**config.mk**
```make
export PLATFORM = sky130hd
export DESIGN_NAME = sm_node_sequencer
export DESIGN_NICKNAME = d
export VERILOG_FILES = /design/src/rtl/sm_node_sequencer.sv
export SDC_FILE = /design/constraint.sdc
export NUM_CORES = 1
export LEC_CHECK = 0
export CORE_ASPECT_RATIO = 1.75
export CORE_MARGIN = 5
export CORE_UTILIZATION = 50
export DETAILED_ROUTE_END_ITERATION = 12
export PLACE_DENSITY_LB_ADDON = 0.15
export SLEW_MARGIN = 20
export SYNTH_ARGS = -nofsm -noshare
export SYNTH_HDL_FRONTEND = slang
export SYNTH_SLANG_ARGS = --single-unit
```
**constraint.sdc**
```tcl
create_clock -name clk_50 -period 2.4 [get_ports clk_50]
set_clock_uncertainty 0.1 [all_clocks]
set_input_delay 0.36 -clock clk_50 [delete_from_list [all_inputs] [get_ports clk_50]]
set_output_delay 0.36 -clock clk_50 [all_outputs]
set_load 0.01 [all_outputs]
```
**src/rtl/sm_node_sequencer.sv**
```systemverilog
// Route sequencer: steps through a preloaded list of turn codes and feeds the
// line-follower controller one node command at a time, handshaking on r_node_detected.
module sm_node_sequencer #(
    parameter int unsigned DEPTH     = 21,
    parameter int unsigned END_NODE  = 22,
    parameter int unsigned MIN_PULSE = 2,
    parameter int unsigned HOLDOFF   = 5000
) (
    input  logic       clk_50,
    input  logic       rst_n,
    input  logic       start,
    input  logic       abort,
    input  logic [5:0] path_len,
    input  logic       wr_en,
    input  logic [4:0] wr_addr,
    input  logic [1:0] wr_data,
    input  logic       r_node_detected,
    output logic [5:0] node,
    output logic       left,
    output logic       right,
    output logic       reverse,
    output logic       busy,
    output logic       done
);

    typedef enum logic [1:0] {
        S_IDLE,
        S_WAIT_NODE,
        S_TURNING,
        S_DONE
    } state_e;

    localparam int unsigned HW = (HOLDOFF > 0) ? $clog2(HOLDOFF + 1) : 1;
    localparam int unsigned PW = $clog2(MIN_PULSE + 1);

    localparam logic [5:0]    DEPTH_L = 6'(DEPTH);
    localparam logic [5:0]    END_L   = 6'(END_NODE);
    localparam logic [HW-1:0] HOLD_L  = HW'(HOLDOFF);
    localparam logic [PW-1:0] PULSE_L = PW'(MIN_PULSE);

    state_e        state_q, state_d;
    logic [1:0]    mem_q [DEPTH];
    logic [4:0]    idx_q, idx_d;
    logic [5:0]    len_q, len_d;
    logic [1:0]    cmd_q, cmd_d;
    logic [HW-1:0] hold_q, hold_d;
    logic [PW-1:0] pulse_q, pulse_d;
    logic [5:0]    node_q, node_d;

    logic [5:0]    idx_inc;
    logic [5:0]    len_start;
    logic          wr_ok;

    assign idx_inc   = {1'b0, idx_q} + 6'd1;
    assign len_start = (path_len > DEPTH_L) ? DEPTH_L : path_len;
    assign wr_ok     = wr_en && !busy && ({1'b0, wr_addr} < DEPTH_L);

    always_comb begin
        state_d = state_q;
        idx_d   = idx_q;
        len_d   = len_q;
        cmd_d   = cmd_q;
        hold_d  = hold_q;
        pulse_d = pulse_q;
        node_d  = node_q;

        case (state_q)
            S_IDLE, S_DONE: begin
                if (start) begin
                    len_d   = len_start;
                    idx_d   = '0;
                    hold_d  = '0;
                    pulse_d = '0;
                    if (len_start == 6'd0) begin
                        state_d = S_DONE;
                        node_d  = END_L;
                        cmd_d   = '0;
                    end else begin
                        state_d = S_WAIT_NODE;
                        node_d  = '0;
                        cmd_d   = mem_q[0];
                    end
                end
            end
            S_WAIT_NODE: begin
                if (hold_q != '0) begin
                    hold_d  = hold_q - HW'(1);
                    pulse_d = '0;
                end else if (r_node_detected) begin
                    if (pulse_q + PW'(1) == PULSE_L) begin
                        state_d = S_TURNING;
                        pulse_d = '0;
                    end else begin
                        pulse_d = pulse_q + PW'(1);
                    end
                end else begin
                    pulse_d = '0;
                end
            end
            S_TURNING: begin
                if (!r_node_detected) begin
                    if (idx_inc == len_q) begin
                        state_d = S_DONE;
                        node_d  = END_L;
                        cmd_d   = '0;
                    end else begin
                        state_d = S_WAIT_NODE;
                        idx_d   = idx_inc[4:0];
                        node_d  = idx_inc;
                        cmd_d   = mem_q[idx_inc[4:0]];
                        hold_d  = HOLD_L;
                    end
                end
            end
            default: state_d = S_IDLE;
        endcase

        // abort wins over everything, including a start in the same cycle
        if (abort) begin
            state_d = S_IDLE;
            idx_d   = '0;
            cmd_d   = '0;
            hold_d  = '0;
            pulse_d = '0;
            node_d  = '0;
        end
    end

    always_ff @(posedge clk_50 or negedge rst_n) begin
        if (!rst_n) begin
            state_q <= S_IDLE;
            idx_q   <= '0;
            len_q   <= '0;
            cmd_q   <= '0;
            hold_q  <= '0;
            pulse_q <= '0;
            node_q  <= '0;
        end else begin
            state_q <= state_d;
            idx_q   <= idx_d;
            len_q   <= len_d;
            cmd_q   <= cmd_d;
            hold_q  <= hold_d;
            pulse_q <= pulse_d;
            node_q  <= node_d;
        end
    end

    always_ff @(posedge clk_50 or negedge rst_n) begin
        if (!rst_n) begin
            for (int unsigned i = 0; i < DEPTH; i++) begin
                mem_q[i] <= '0;
            end
        end else if (wr_ok) begin
            mem_q[wr_addr] <= wr_data;
        end
    end

    assign node    = node_q;
    assign left    = (cmd_q == 2'b01);
    assign right   = (cmd_q == 2'b10);
    assign reverse = (cmd_q == 2'b11);
    assign busy    = (state_q == S_WAIT_NODE) || (state_q == S_TURNING);
    assign done    = (state_q == S_DONE);

endmodule

```
==> flow_summary.toml, run 1 <==
[cts]
tritoncts.num_buffers = 9
insertion_delay_ns = 0.34
htree_levels = 3
cts.path.max_buffers = 2
clock_tree.root_cell = "clkbuf_16"
cts.sink_count = 78
cts_tree = "built"
cts.reportedPaths.clkPinSlew_ns = 0.06

[route]
first_pass_iters = 4
detailroute.via_count = 3440
viasPerCell = 5.762
routed_wl_mm = 10.69
drt-wirelength-per-cell_um = 17.91
ant_nets = 0
drc = 0
drt_first_iter_violations = 163

[logic_synthesis]
postSynth.topFlopCell = "dfrtp_1"
synthesis.area_per_instance_um2 = 10.50
synth-edff-count = 0
synth-seq-cells = 78
synthesis.area_um2 = 4328
seq_area_frac_synth = 0.4510
post_synth_inst_count = 412
synth.top_cells.by_area = "dfrtp_1 (45%), mux2_2 (11%), mux4_2 (4.2%)"
post-synth-top-area-fraction = 0.4510
yosys_warnings = 0
synth_cell_type_count = 64
synthDominantAreaCellType = "dfrtp_1"
synthArstFlopShare = 1.000
post_synth_most_frequent_cells = "dfrtp_1 (78), mux2_2 (44), nand2_1 (42)"
post-synth-top-count-cell = "dfrtp_1"
mappedNetlistNets = 437

[layout]
seq_area_um2 = 1952
area_used_by_multi_input_combinational_logic_um2 = 2222
n_fill_cell = 752
syn2layout_area_growth_pct = 23.50
drive_gt1_frac = 0.2563
finalNetCount = 500
final_cell_area_um2 = 5345
antenna_cells_inserted = 0

[worst_setup_path]
cpMaxStageDelayCell = "dfrtp_1"
cp-start-kind = "register"
timing_worst_setup_path_type = "register to register"
worst-r2r-cell-count = 8
crit_path_end_kind = "register"
crit_arrival_ns = 2.37
worst_r2r_startpoint = "idx_q[1]"
path_max_fanout = 6
worstReg2RegEnd = "hold_q[7]"
path_cells = "ha_1 -> and3_1 -> xnor3_2 -> and2b_4 -> a21o_4 -> buf_4 -> o211ai_1 -> o311ai_1"
reg2reg_setup_slack_ns = 0.14
cp.required_ns = 2.50
crit_path_max_incr_delay_ns = 0.39

[placed_design]
preCtsSetupSlack_ns = 0.06061
routabilityCongestion = 0.8999
port_buffers = 29
dp_hpwl_mm = 8.248
dpl-instance-area_um2 = 4971

[timing]
post-route-min-period_ns = 2.263
slew-limit-headroom = 0.5214
timing.final.setup_violations = 0
max_slew.worst_pin.slew_ns = 0.7156
period_share = 0.9429
slew_viol_final = 0
hold_ws_ns = 0.3832
finalWorstSetupSlack_ns = 0.1370
unrepaired_setup_endpoints_after_global_routing = "false"
max_clock_freq_ghz = 0.4419
final_hold_viol_count = 0
fin_tns_setup_ns = 0

[die]
die-height_um = 133.1
io_pins = 30
dieArea_um2 = 10690
core_region_area_um2 = 8558
effective_utilization_at_floorplan = 0.5057
row_count = 45
die_span_in_x_um = 80.33

[pwr]
power_leakage_nw = 2.373
p_total_mw = 5.553
powerDensity_nw_per_um2 = 1039
peakVddDrop_v = 0.0006639

[global_route]
grt.overflow.total = 0
grt_first_pass_wirelength_mm = 17.60
antenna_found_initial = 0
grt_start_max_net_pins = 34
grt_pass1_vias = 3532
track_usage = 0.2150

[min_path]
hold_path_startpoint = "node[0]"
worstHoldEndpoint = "node[0]"
min_path_type = "register to register"
whs_path_depth = 2

[outcome]
outcome = "completed"

[job]
drv_cap = 0
[power breakdown]
group	total, mW	internal (mW)	switching [mW]
Clock	1.57	1.04	0.530
Combinational	2.14	0.994	1.14
Sequential	1.84	1.63	0.216
[flip-flops by register name (all words and copies together) (netlist names)]
name / cells
hold_q: 13
pulse_q: 2
cmd_q: 2
state_q: 2
mem_q: 42
idx_q: 5
len_q: 6
node: 6
[how the worst max path moves through the flow]
stage,start,endpoint
floorplan,idx_q[1],hold_q[10]
global placement,wr_addr[2],mem_q[21]
detailed placement,wr_addr[2],mem_q[20]
CTS,idx_q[0],hold_q[7]
global route,idx_q[0],hold_q[7]
finish,idx_q[1],hold_q[7]
[layer usage]
metal / track usage / up-vias / routed length, µm
met5: 0 / - / 0
met4: 0.1100 / 0 / 406
met3: 0.02929 / 25 / 308
met2: 0.3948 / 77 / 6035
met1: 0.2316 / 1702 / 3943
li1: - / 1636 / -
[worst max-delay path, delay by kind of cell, from the launching register on]
family | cells | cell delay [ns]
buffers and inverters | 1 | 0.15
XOR/XNOR | 1 | 0.27
AO/OA/AOI/OAI | 3 | 0.54
adder cells (fa/ha/maj) | 1 | 0.23
flip-flops | 1 | 0.39
AND/OR/NAND/NOR | 2 | 0.43
[cell usage in the layout, fill, tap and decap left out, drive strengths merged, types with 3 or more instances in the layout]
cell type / count
a211oi: 3
a21oi: 20
a22o: 9
a31oi: 8
and2: 8
buf: 42
bufinv: 3
clkbuf: 10
clkdlybuf4s50: 27
clkinv: 4
dfrtp: 78
ha: 6
inv: 15
mux2: 44
mux2i: 4
mux4: 8
nand2: 42
nand2b: 3
nand3: 13
nor2: 32
nor2b: 8
nor3: 8
nor4: 4
o211ai: 8
o21ai: 21
o22ai: 5
or3: 3
xnor2: 5
xor2: 3
[through the flow]
| stage | utilization | cells |
|---|---|---|
| after floorplan | - | 412 |
| after global placement | 0.5808 | 579 |
| after detailed placement | 0.5808 | 579 |
| after CTS | 0.6237 | 597 |
| after global routing | 0.6246 | 597 |
| final | 0.6246 | 597 |
[cell type report]
cell class              count  share of cell area
multi-input cells         299              0.4157
clock inverters             6             0.02037
repair buffers             71              0.1154
flip-flops and latches     78              0.3652
inverters                  16             0.01124
clock buffers              10             0.04471
well taps                 117             0.02739
[kinds of logic after synthesis]
logic type,after synthesis,synth area share
AND/OR/NAND/NOR,136,0.1610
buffers and inverters,35,0.03787
flip-flops,78,0.4510
XOR/XNOR,10,0.02717
AO/OA/AOI/OAI,91,0.1402
multiplexers,56,0.1654
adder cells (fa/ha/maj),6,0.01735
[what timing repair did]
action / CTS / global route
endpoints found under the hold margin: 31 / 0
pin swaps: 0 / 3
endpoints found under the setup margin: 1 / 13
hold buffers: 1 / 0
resized for setup: 2 / 1
buffers inserted: 1 / 0
(Power assumes the default switching activity.)
==> run 2, diff against run 1 <==
--- a/config.mk
+++ b/config.mk
@@ -5,9 +5,12 @@
 export SDC_FILE = /design/constraint.sdc
 export NUM_CORES = 1
 export LEC_CHECK = 0
+export ABC_CLOCK_PERIOD_IN_PS = 2400
+export CELL_PAD_IN_SITES_DETAIL_PLACEMENT = 0
+export CELL_PAD_IN_SITES_GLOBAL_PLACEMENT = 1
 export CORE_ASPECT_RATIO = 1.75
 export CORE_MARGIN = 5
-export CORE_UTILIZATION = 50
+export CORE_UTILIZATION = 42
 export DETAILED_ROUTE_END_ITERATION = 12
 export PLACE_DENSITY_LB_ADDON = 0.15
 export SLEW_MARGIN = 20
==> run 2 against run 1 <==
Effect of this change:
- total power increased by 1.4%
- routed wire length increased by 3.9%
- die area rose by 17%
- core utilization decreased by 9.4 points
- critical path depth fell by 5
- sequential power about the same
- final cell count rose by 2.3%
- critical path type is now register to output pin
- largest power group unchanged
- highest routed layer unchanged
==> flow_summary.toml, run 2 (synthesis results as in run 1) <==
[outcome]
outcome = "completed"

[worst_setup_path]
cp.required_ns = 1.94
crit_path_end_kind = "output pin"
path_cells = "ha_2 -> inv_2 -> clkdlybuf4s50_1"
timing_worst_setup_path_type = "register to output pin"
cp-start-kind = "register"
path_max_fanout = 6
crit_arrival_ns = 1.80
crit_path_max_incr_delay_ns = 0.55
cpMaxStageDelayCell = "clkdlybuf4s50_1"

[placed_design]
routabilityCongestion = 0.8435
preCtsSetupSlack_ns = 0.02457
dp_hpwl_mm = 8.581
port_buffers = 29

[route]
first_pass_iters = 4
viasPerCell = 5.568
routed_wl_mm = 11.11
ant_nets = 0
drc = 0
detailroute.via_count = 3402
drt-wirelength-per-cell_um = 18.18
drt_first_iter_violations = 105

[layout]
drive_gt1_frac = 0.2769
syn2layout_area_growth_pct = 24.75
regMostFlops = "mem_q"
finalNetCount = 504
number_of_flip_flops_under_the_largest_register_name = 42
reg.largest.list = "mem_q: 42 flops, hold_q: 13 flops"
n_fill_cell = 965
mostFrequentLayoutCell = "dfrtp_1"
antenna_cells_inserted = 0
mostFrequentLayoutCells = "dfrtp_1 (76), mux2_2 (44), buf_4 (44)"

[timing]
slew_viol_final = 0
fin_tns_setup_ns = 0
max_slew.worst_pin.slew_ns = 0.4946
hold_ws_ns = 0.3865
period_share = 0.9418
unrepaired_setup_endpoints_after_global_routing = "false"
final_hold_viol_count = 0
timing.final.setup_violations = 0
finalWorstSetupSlack_ns = 0.1398
post-route-min-period_ns = 2.260
slew-limit-headroom = 0.6703
max_clock_freq_ghz = 0.4424

[cts]
htree_levels = 3
cts_tree = "built"
cts.sink_count = 78
tritoncts.num_buffers = 9
insertion_delay_ns = 0.34
cts.path.max_buffers = 2
clock_tree.root_cell = "clkbuf_16"
cts.reportedPaths.clkPinSlew_ns = 0.06

[pwr]
powerDensity_nw_per_um2 = 1043
power_leakage_nw = 2.368
peakVddDrop_v = 0.0005431

[job]
drv_cap = 0

[die]
dieArea_um2 = 12510
row_count = 49
effective_utilization_at_floorplan = 0.4253
io_pins = 30
die_span_in_x_um = 86.74
die-height_um = 144.3
core_region_area_um2 = 10180

[global_route]
grt.overflow.total = 0
grt_first_pass_wirelength_mm = 18.28
track_usage = 0.1924
grt_start_max_net_pins = 43
antenna_found_initial = 0
grt_pass1_vias = 3637

[min_path]
min_path_type = "register to register"
==> run 2: area by class of cell <==
class                           instances  area [µm²]  area share
Clock buffer                           10       239.0     0.04426
Inverter                               16       60.06     0.01112
Sequential cell                        78        1954      0.3620
Timing Repair Buffer                   75       655.6      0.1214
Tap cell                              127       158.9     0.02943
Multi-Input combinational cell        299        2238      0.4146
Clock inverter                          6       92.59     0.01715
==> run 2: worst paths after layout <==
check                                 from    endpoint  slack, ns  cells past startpoint
worst max-delay path            state_q[1]        busy       0.14                      3
worst min-delay path               node[5]     node[5]       0.39                      2
worst max register to register  state_q[1]  hold_q[10]       0.14                      9
worst min register to register     node[5]     node[5]       0.39                      2
max in group asynchronous            rst_n    mem_q[0]       1.17                      3
min in group asynchronous            rst_n    len_q[1]       0.43                      2
==> run 2: power breakdown <==
| group | leakage, nW | internal, mW | total (mW) | switching [mW] |
|---|---|---|---|---|
| logic | 1.17 | 1.08 | 2.27 | 1.19 |
| clock network | 0.156 | 0.946 | 1.50 | 0.559 |
| registers | 1.04 | 1.63 | 1.86 | 0.226 |
==> run 2: timing repair <==
item | 4_1_cts | 5_1_grt
hold buffers | 1 | 0
gates resized for setup | 1 | 11
buffers inserted | 0 | 3
endpoints found under the hold margin | 36 | 0
setup endpoints to repair | 1 | 17
==> run 2: per-layer routing <==
metal,global-route usage,share of wire
met1,0.1989,0.37
met2,0.3737,0.58
met3,0.02737,0.024
met4,0.08456,0.025
met5,0,0
==> run 2: worst max-delay path, delay by kind of cell (launching register included) <==
kind | cells | cell delay (ns)
fa+ha+maj | 1 | 0.34
flops | 1 | 0.44
buf+inv | 2 | 0.69
==> run 2: stage by stage <==
step           power [mW]  std cells  area (µm²)  utilization
2_1_floorplan       3.209        412        4328            -
3_3_place_gp        4.016        591        4999       0.4911
3_5_place_dp        4.047        591        4999       0.4911
4_1_cts             5.580        608        5340       0.5247
5_1_grt             5.971        611        5399       0.5305
6_report            5.633        611        5399       0.5305
==> run 3, diff against run 2 <==
==> constraint.sdc (replaced) <==
create_clock -name clk_50 -period 2.4 [get_ports clk_50]
set_clock_uncertainty 0.1 [all_clocks]
set_input_delay 0.48 -clock clk_50 [delete_from_list [all_inputs] [get_ports clk_50]]
set_output_delay 0.48 -clock clk_50 [all_outputs]
set_load 0.01 [all_outputs]
==> run 3 against run 2 <==
Effect of this change:
- total power shrank 3.5%
- worst hold slack lost 0.37 ns
- non-clock buffer count increased by 5
- sequential share of layout area increased by 0.16 points
- largest cell class unchanged
- largest power group unchanged
==> flow_summary.toml, run 3 (synthesis results as in run 1) <==
[worst_setup_path]
cpMaxStageDelayCell = "clkdlybuf4s50_1"
crit_arrival_ns = 1.74
crit_path_max_incr_delay_ns = 0.53
path_max_fanout = 7
crit_path_end_kind = "output pin"
cp-start-kind = "register"
crit_path_frequent_cell = "inv_1"
cp.required_ns = 1.82
timing_worst_setup_path_type = "register to output pin"
cp_num_buf_inv = 3
path_cells = "inv_1 -> ha_2 -> inv_1 -> clkdlybuf4s50_1"
critical_path.top_delay_family = "buffers and inverters"

[global_route]
grt_first_pass_wirelength_mm = 18.56
track_usage = 0.1959
grt_start_max_net_pins = 42
grt_pass1_vias = 3789
grt.overflow.total = 0
antenna_found_initial = 0

[die]
die-height_um = 144.3
die_span_in_x_um = 86.74
row_count = 49
effective_utilization_at_floorplan = 0.4253
core_region_area_um2 = 10180
dieArea_um2 = 12510
io_pins = 30

[layout]
reg.largest.list = "mem_q: 42 flops, hold_q: 13 flops"
syn2layout_area_growth_pct = 24.11
finalNetCount = 509
mostFrequentLayoutCell = "dfrtp_1"
post_layout_nonfiller_instances = 616
number_of_flip_flops_under_the_largest_register_name = 42
mostFrequentLayoutCells = "dfrtp_1 (77), buf_4 (51), mux2_2 (44)"
fin_util = 0.5278
drive_gt1_frac = 0.2802
regMostFlops = "mem_q"
n_fill_cell = 971
antenna_cells_inserted = 0

[pwr]
power.clock.fraction = 0.239
intPower_mw = 3.481
power_leakage_nw = 2.383
peakVddDrop_v = 0.0007021
switchingPower_mw = 1.954
seq_power_share = 0.340
comb_power_share = 0.421
sw_frac_of_total = 0.3595
p_total_mw = 5.435
powerDensity_nw_per_um2 = 1012

[cts]
cts.sink_count = 78
cts_tree = "built"
cts.path.max_buffers = 2
cts.reportedPaths.clkPinSlew_ns = 0.06
cts-hold-fix-buffers = 0
clock_tree.root_cell = "clkbuf_16"
htree_levels = 3
tritoncts.num_buffers = 9
insertion_delay_ns = 0.33

[route]
drt-wirelength-per-cell_um = 18.60
detailroute.via_count = 3432
drc = 0
routed_wl_mm = 11.46
ant_nets = 0
viasPerCell = 5.571
drt_first_iter_violations = 167
first_pass_iters = 4

[placed_design]
routabilityCongestion = 0.8449
dp_hpwl_mm = 8.930
dp_cells = 599
port_buffers = 29

[timing]
slew-limit-headroom = 0.6363
period_share = 0.9662
fin_tns_setup_ns = 0
max_clock_freq_ghz = 0.4312
timing.final.setup_violations = 0
slew_viol_final = 0
final_hold_viol_count = 0
post-route-min-period_ns = 2.319
max_slew.worst_pin.slew_ns = 0.5416

[min_path]
min_path_type = "input pin to asynchronous set/reset pin"

[outcome]
outcome = "completed"

[job]
drv_cap = 0
[run 3: what timing repair did]
item | CTS | global route
gates resized for setup | 1 | 9
pin swaps | 0 | 1
setup endpoints to repair | 1 | 17
setup buffers | 0 | 1
[run 3: power groups by stage]
stage / combinational (mW) / sequential (mW) / clock (mW)
after floorplan: 1.41 / 1.80 / 0
after global placement: 2.21 / 1.85 / 0
after detailed placement: 2.23 / 1.87 / 0
after CTS: 2.25 / 1.84 / 1.33
after global routing: 2.49 / 1.88 / 1.38
final: 2.29 / 1.85 / 1.30
[run 3: layout make-up]
class                      instances  area [µm²]  share of cell area
sequential                        78        1953              0.3636
clock buffer                      11       252.7             0.04705
timing repair buffer              80       683.2              0.1272
multi-input combinational        299        2232              0.4156
tap                              127       158.9             0.02958
inverter                          16       60.06             0.01118
clock inverter                     5       31.28            0.005823
[run 3: final timing paths]
path / slack (ns) / from / cells after the start / end
max: 0.08 / state_q[0] / 4 / busy
max in group asynchronous: 1.55 / rst_n / 2 / pulse_q[0]
min reg2reg: 0.39 / node[5] / 2 / node[5]
min: 0.02 / rst_n / 1 / len_q[1]
min in group clk_50: 0.39 / node[5] / 2 / node[5]
max reg2reg: 0.08 / idx_q[0] / 9 / hold_q[4]
[run 3: worst reg2reg max path, cell delays in order, from the launching register on]
cell,delay (ns)
dfrtp_1,0.41
ha_2,0.24
xor3_1,0.37
nor3_2,0.21
and4_4,0.26
buf_4,0.13
a21oi_4,0.08
buf_4,0.15
o21ai_0,0.17
a22o_1,0.15
[run 3: through the flow]
| stage | hold slack (ns) | worst slack, ns | area, µm² |
|---|---|---|---|
| 6_report | 0.01950 | 0.08103 | 5371 |
| 2_1_floorplan | 0.08441 | 0.1083 | 4328 |
| 5_1_grt | 0.06830 | -0.02172 | 5371 |
| 3_3_place_gp | 0.3669 | -0.009971 | 5046 |
| 3_5_place_dp | 0.3773 | -0.01691 | 5046 |
| 4_1_cts | 0.04099 | 0.002959 | 5334 |
[run 3: metal layers]
| metal | vias up | GRT usage | wire (µm) |
|---|---|---|---|
| li1 | 1644 | - | - |
| met1 | 1676 | 0.1871 | 4011 |
| met2 | 75 | 0.3830 | 6601 |
| met4 | 0 | 0.1141 | 522 |
| met5 | - | 0 | 0 |
| met3 | 37 | 0.02908 | 323 |
